<file path="src/rtl/uart_rx_param_if.sv">
// uart_rx_param_if: serial line, enable and received-frame result signals of uart_rx_param
interface uart_rx_param_if #(parameter int PAYLOAD_BITS = 8);
  logic uart_rxd;
  logic recv_en;
  logic recv_valid;
  logic [PAYLOAD_BITS-1:0] recv_data;
  logic frame_err;
  logic parity_err;
  logic recv_break;
  modport master (input uart_rxd, recv_en, output recv_valid, recv_data, frame_err, parity_err, recv_break);
  modport slave (output uart_rxd, recv_en, input recv_valid, recv_data, frame_err, parity_err, recv_break);
endinterface

</file>
<file path="src/rtl/uart_rx_param.sv">
// uart_rx_param: parameterised UART receiver (5..8 data bits, 1/2 stop bits)
// Parity checking is built only when UART_RX_PARITY_EN is defined; otherwise PARITY is ignored.
module uart_rx_param #(
  parameter int BIT_RATE     = 9600,
  parameter int CLK_HZ       = 100000000,
  parameter int PAYLOAD_BITS = 8,
  parameter int STOP_BITS    = 1,
  parameter int PARITY       = 0
) (
  input logic clk,
  input logic resetn,
  uart_rx_param_if.master bus
);
  localparam int CYCLES_PER_BIT = CLK_HZ / BIT_RATE;
  localparam int HALF_BIT = CYCLES_PER_BIT / 2;
  localparam int CW = $clog2(CYCLES_PER_BIT) + 1;
`ifdef UART_RX_PARITY_EN
  localparam bit PAR_ON = PARITY != 0;
  localparam bit ODD = PARITY == 2;
`else
  localparam bit PAR_ON = 1'b0;
`endif
  if (PAYLOAD_BITS < 5 || PAYLOAD_BITS > 8 || STOP_BITS < 1 || STOP_BITS > 2 || PARITY < 0 || PARITY > 2) begin : g_bad_cfg
    $error("uart_rx_param: illegal parameter combination");
  end
  typedef enum logic [2:0] {ST_IDLE, ST_START, ST_DATA, ST_PARITY, ST_STOP} state_t;
  state_t state;
  logic [CW-1:0] cnt;
  logic [3:0] idx;
  logic [PAYLOAD_BITS-1:0] shreg;
  logic [1:0] sync;
  logic armed;
  logic stop_bad;
  logic rxd, tick, half, last_data, last_stop, ferr;
  assign rxd = sync[1];
  assign tick = cnt == CW'(CYCLES_PER_BIT - 1);
  assign half = cnt == CW'(HALF_BIT - 1);
  assign last_data = idx == 4'(PAYLOAD_BITS - 1);
  assign last_stop = idx == 4'(STOP_BITS - 1);
  assign ferr = stop_bad | ~rxd;
`ifdef UART_RX_PARITY_EN
  logic par_bad;
`else
  assign bus.parity_err = 1'b0;
`endif
  // armed blocks a restart while the line is still low after a break frame
  always_ff @(posedge clk or negedge resetn) begin
    if (!resetn) begin
      state          <= ST_IDLE;
      cnt            <= '0;
      idx            <= '0;
      shreg          <= '0;
      sync           <= 2'b11;
      armed          <= 1'b0;
      stop_bad       <= 1'b0;
      bus.recv_valid <= 1'b0;
      bus.recv_data  <= '0;
      bus.frame_err  <= 1'b0;
      bus.recv_break <= 1'b0;
`ifdef UART_RX_PARITY_EN
      par_bad        <= 1'b0;
      bus.parity_err <= 1'b0;
`endif
    end else begin
      sync           <= {sync[0], bus.uart_rxd};
      bus.recv_valid <= 1'b0;
      if (rxd) armed <= 1'b1;
      case (state)
        ST_IDLE: if (!rxd && bus.recv_en && armed) begin
          state    <= ST_START;
          cnt      <= '0;
          idx      <= '0;
          stop_bad <= 1'b0;
          armed    <= 1'b0;
`ifdef UART_RX_PARITY_EN
          par_bad  <= 1'b0;
`endif
        end
        ST_START: if (half) begin
          state <= rxd ? ST_IDLE : ST_DATA;
          cnt   <= '0;
        end else cnt <= cnt + CW'(1);
        ST_DATA: if (tick) begin
          cnt   <= '0;
          shreg <= {rxd, shreg[PAYLOAD_BITS-1:1]};
          idx   <= last_data ? 4'd0 : idx + 4'd1;
          if (last_data) state <= PAR_ON ? ST_PARITY : ST_STOP;
        end else cnt <= cnt + CW'(1);
`ifdef UART_RX_PARITY_EN
        ST_PARITY: if (tick) begin
          cnt     <= '0;
          par_bad <= rxd ^ (^shreg) ^ ODD;
          state   <= ST_STOP;
        end else cnt <= cnt + CW'(1);
`endif
        ST_STOP: if (tick) begin
          cnt      <= '0;
          idx      <= last_stop ? 4'd0 : idx + 4'd1;
          stop_bad <= ferr;
          if (last_stop) begin
            state          <= ST_IDLE;
            bus.recv_valid <= 1'b1;
            bus.recv_data  <= shreg;
            bus.frame_err  <= ferr;
            bus.recv_break <= ferr && (shreg == '0);
`ifdef UART_RX_PARITY_EN
            bus.parity_err <= par_bad;
`endif
          end
        end else cnt <= cnt + CW'(1);
        default: state <= ST_IDLE;
      endcase
    end
  end
endmodule

</file>
<file path="src/flat_wrapper.sv">
// flat-port wrapper written by rule: the top's interface ports become plain ports
module uart_rx_param_flat 
#(
  parameter int BIT_RATE     = 9600,
  parameter int CLK_HZ       = 100000000,
  parameter int PAYLOAD_BITS = 8,
  parameter int STOP_BITS    = 1,
  parameter int PARITY       = 0
)
  (clk, resetn, bus_uart_rxd, bus_recv_en, bus_recv_valid, bus_recv_data, bus_frame_err, bus_parity_err, bus_recv_break);
  uart_rx_param_if #(.PAYLOAD_BITS(PAYLOAD_BITS)) bus_i ();
  input logic clk;
  input logic resetn;
  input wire logic [$bits(bus_i.uart_rxd)-1:0] bus_uart_rxd;
  input wire logic [$bits(bus_i.recv_en)-1:0] bus_recv_en;
  output wire logic [$bits(bus_i.recv_valid)-1:0] bus_recv_valid;
  output wire logic [$bits(bus_i.recv_data)-1:0] bus_recv_data;
  output wire logic [$bits(bus_i.frame_err)-1:0] bus_frame_err;
  output wire logic [$bits(bus_i.parity_err)-1:0] bus_parity_err;
  output wire logic [$bits(bus_i.recv_break)-1:0] bus_recv_break;
  assign bus_i.uart_rxd = bus_uart_rxd;
  assign bus_i.recv_en = bus_recv_en;
  assign bus_recv_valid = bus_i.recv_valid;
  assign bus_recv_data = bus_i.recv_data;
  assign bus_frame_err = bus_i.frame_err;
  assign bus_parity_err = bus_i.parity_err;
  assign bus_recv_break = bus_i.recv_break;
  uart_rx_param #(.BIT_RATE(BIT_RATE), .CLK_HZ(CLK_HZ), .PAYLOAD_BITS(PAYLOAD_BITS), .STOP_BITS(STOP_BITS), .PARITY(PARITY)) u_core (.clk(clk), .resetn(resetn), .bus(bus_i));
endmodule
</file>
<file path="config.mk">
export PLATFORM = sky130hd
export DESIGN_NAME = uart_rx_param_flat
export DESIGN_NICKNAME = d
export VERILOG_FILES = /design/src/rtl/uart_rx_param_if.sv /design/src/rtl/uart_rx_param.sv /design/src/flat_wrapper.sv
export SDC_FILE = /design/constraint.sdc
export NUM_CORES = 1
export LEC_CHECK = 0
export CORE_ASPECT_RATIO = 1.5
export CORE_UTILIZATION = 25
export DETAILED_ROUTE_END_ITERATION = 7
export GPL_ROUTABILITY_DRIVEN = 0
export HOLD_SLACK_MARGIN = 0.15
export MAX_ROUTING_LAYER = met4
export PLACE_DENSITY = 0.5
export SYNTH_ARGS = -nofsm -noshare
export SYNTH_HDL_FRONTEND = slang
export SYNTH_SLANG_ARGS = --single-unit
</file>
<file path="constraint.sdc">
create_clock -name clk -period 2.6 [get_ports clk]
set_input_delay 0.26 -clock clk [delete_from_list [all_inputs] [get_ports clk]]
set_output_delay 0.26 -clock clk [all_outputs]
set_load 0.02 [all_outputs]
</file>
==> flow_metrics.tcl <==
set metrics [dict create \
    p_leak_nw 1.15 \
    peakVddDrop_mv 0.371 \
    synth_cell_types 50 \
    cp_slowest_cell "or4_4" \
    finalCritPeriodShare_pct 94.0 \
    critical_path_arrival_ns 2.62 \
    cts_made_buffers 5 \
    drt_first_pass_iters 4 \
    die_h_microns 119 \
    clkTransAtPathRegs_ns 0.07 \
    clockRootBuffer "clkbuf_16" \
    rsz0062_at_grt "false" \
    worstPathMaxFanout 10 \
    maxCapViolCount 0 \
    yosys_warnings 0 \
    avgRoutedWirePerCell_microns 14.1 \
    crit_type "reg2reg" \
    placed_area_sq_um 2550 \
    nNetsFinal 244 \
    dp_hpwl_mm 3.50 \
    placementRows 42 \
    synthAdderAreaFrac_pct 1.64 \
    syn_area_sq_um 2280 \
    pin_count 16 \
    instances_no_fill 348 \
    pre_cts_ws_ns 0.160 \
    coreArea_sq_um 8830 \
    max_freq_ghz 0.409 \
    antenna_found_initial 0 \
    grt_pass1_wl_mm 8.29 \
    drive_above_1_share_pct 20.6 \
    tns_ns 0 \
    hold_buffers 0 \
    post_cts_resized 0 \
    synth_top_family_by_area "simple AND/OR/NAND/NOR gates" \
    critPathLaunchType "flip-flop" \
    async_flop_share_pct 100 \
    synth_compound_area_share_pct 15.6 \
    num_antenna_cells 0 \
    fin_skew_ns 0.00650 \
    ys.flop_type "dfrtp_1" \
    synth-seq-cells 45 \
    pwr_density_cell_nw_per_um2 885 \
    drt_drc_violations_left 0 \
    path_delay_family "simple AND/OR/NAND/NOR gates" \
    vias_per_cell 5.00 \
    syn_area_per_cell_sq_um 10.4 \
    area_growth_pct 18.5 \
    grt_use_total_pct 11.7 \
    yosysTopAreaCell "dfrtp_1" \
    worst-endpoint-required_ns 2.77 \
    final_max_slew_viol_count 0 \
    cts_setup_buffers 0 \
    synth_top_cells_by_area "dfrtp_1 (47%), mux2_2 (8.9%), nand2_1 (3.9%)" \
    synth_edf_count 0 \
    netlist_top_cells_count "dfrtp_1 (43), nand2_1 (24), mux2_2 (18)" \
    htree_num_levels 2 \
    floorplan.initialDensity_pct 25.9 \
    grt_max_degree 46 \
    netlist_instances 220 \
    clk_latency_ns 0.29 \
    syn-num-nets 227 \
    cts.sinks 45 \
    max_stage_delay_ns 0.56 \
    cts_tree "built" \
    min_period_ns 2.44 \
    path_cells "or3_4 -> or4_4 -> a22oi_2 -> nand3_2 -> mux2_2" \
    port_buffers 14 \
    synthXorXnorAreaFrac_pct 0.384 \
    status "completed" \
    synthMuxAreaShare_pct 8.88 \
    dieWidth_microns 80.0 \
    synth_top_area_share_pct 47.1 \
    wl_mm 4.92 \
    worst_slack_ns 0.155 \
    grt_overflow 0 \
    synthSimpleGateAreaFrac_pct 20.9 \
    ys_seq_area_share_pct 49.5 \
    hp-class "in2async" \
    cp.buffers_inverters 0 \
    relSlewSlack_pct 30.8 \
    grt_pass1_vias 1688 \
    placed_cells 340 \
    crit_path_end_kind "flip-flop" \
    cts_buffer_depth 2 \
    drtIter0Drc 74 \
    synth_most_common_cell "dfrtp_1" \
    drtAntennaViolNets 0 \
    finalSetupViolations 0 \
    hold_viol_final 0 \
    vias 1740 \
    die-area_sq_um 9520 \
    worst_pin_slew_ns 1.04 \
    fin_area_sq_um 2710 \
]
report_power, final:
| group | internal, mW | switching, mW |
|---|---|---|
| registers | 0.816 | 0.161 |
| logic | 0.334 | 0.433 |
| clock network | 0.363 | 0.286 |
| total | 1.51 | 0.880 |
state kept, by name (all words and copies together) (netlist names), 2 cells and up:
name                  cells
u_core.state              3
u_core.idx                4
u_core.bus.recv_data      8
u_core.sync               2
u_core.shreg              8
u_core.cnt               15
final timing paths:
path	startpoint	to	slack (ns)	cells after the start
max in group asynchronous	resetn	u_core.bus.recv_data[5]	1.81	1
worst min-delay path	resetn	u_core.bus.recv_data[3]	0.15	1
min in group clk	u_core.sync[0]	u_core.sync[1]	0.36	0
worst max register to register	u_core.cnt[8]	u_core.state[1]	0.16	5
worst min register to register	u_core.sync[0]	u_core.sync[1]	0.36	0
worst max-delay path	u_core.cnt[8]	u_core.state[1]	0.16	5
cells by family after synthesis:
logic type | Yosys count
mux | 18
fa+ha+maj | 3
other cells | 1
flops | 45
buf+inv | 16
simple gates | 84
compound gates | 52
xor+xnor | 1
per-stage QoR:
| stage | hold WS (ns) | util, % | total power [mW] |
|---|---|---|---|
| global placement | 0.350 | 28.9 | 1.76 |
| CTS | 0.182 | 30.6 | 2.44 |
| global route | 0.234 | 30.6 | 2.58 |
| finish | 0.148 | 30.6 | 2.39 |
| detailed placement | 0.347 | 28.9 | 1.76 |
| floorplan | -0.0356 | - | 1.54 |
area by class of cell:
type	instances	area [sq um]
timing repair buffer	20	180
sequential	45	1130
fill	908	6120
tap	110	138
clock inverter	3	25.0
inverter	6	22.5
clock buffer	5	125
multi-input combinational	159	1090
layer usage:
| metal | global-route usage (%) | wire, microns |
|---|---|---|
| met1 | 12.4 | 2030 |
| met2 | 20.6 | 2670 |
| met5 | - | 0 |
| met4 | 5.36 | 115 |
| met3 | 2.07 | 105 |
placed cells by master (no fill, tap or decap), drive strengths merged, types with 3 or more instances in the layout:
| cell type | synthesis | layout |
|---|---|---|
| mux2 | 18 | 18 |
| nor4 | 5 | 5 |
| dfrtp | 43 | 43 |
| clkbuf | 6 | 5 |
| a21o | 7 | 7 |
| or4 | 4 | 4 |
| or3b | 3 | 3 |
| a31oi | 8 | 8 |
| nand2 | 24 | 24 |
| nand4b | 4 | 4 |
| inv | 6 | 8 |
| nor2 | 11 | 11 |
| buf | 4 | 7 |
| a21oi | 9 | 9 |
| or2 | 3 | 3 |
| nor3 | 6 | 6 |
| nand3 | 7 | 7 |
| clkdlybuf4s50 | 0 | 13 |
| o21ai | 13 | 13 |
| nand2b | 3 | 3 |
| nor2b | 3 | 3 |
| ha | 3 | 3 |
(Power assumes the default switching activity.)
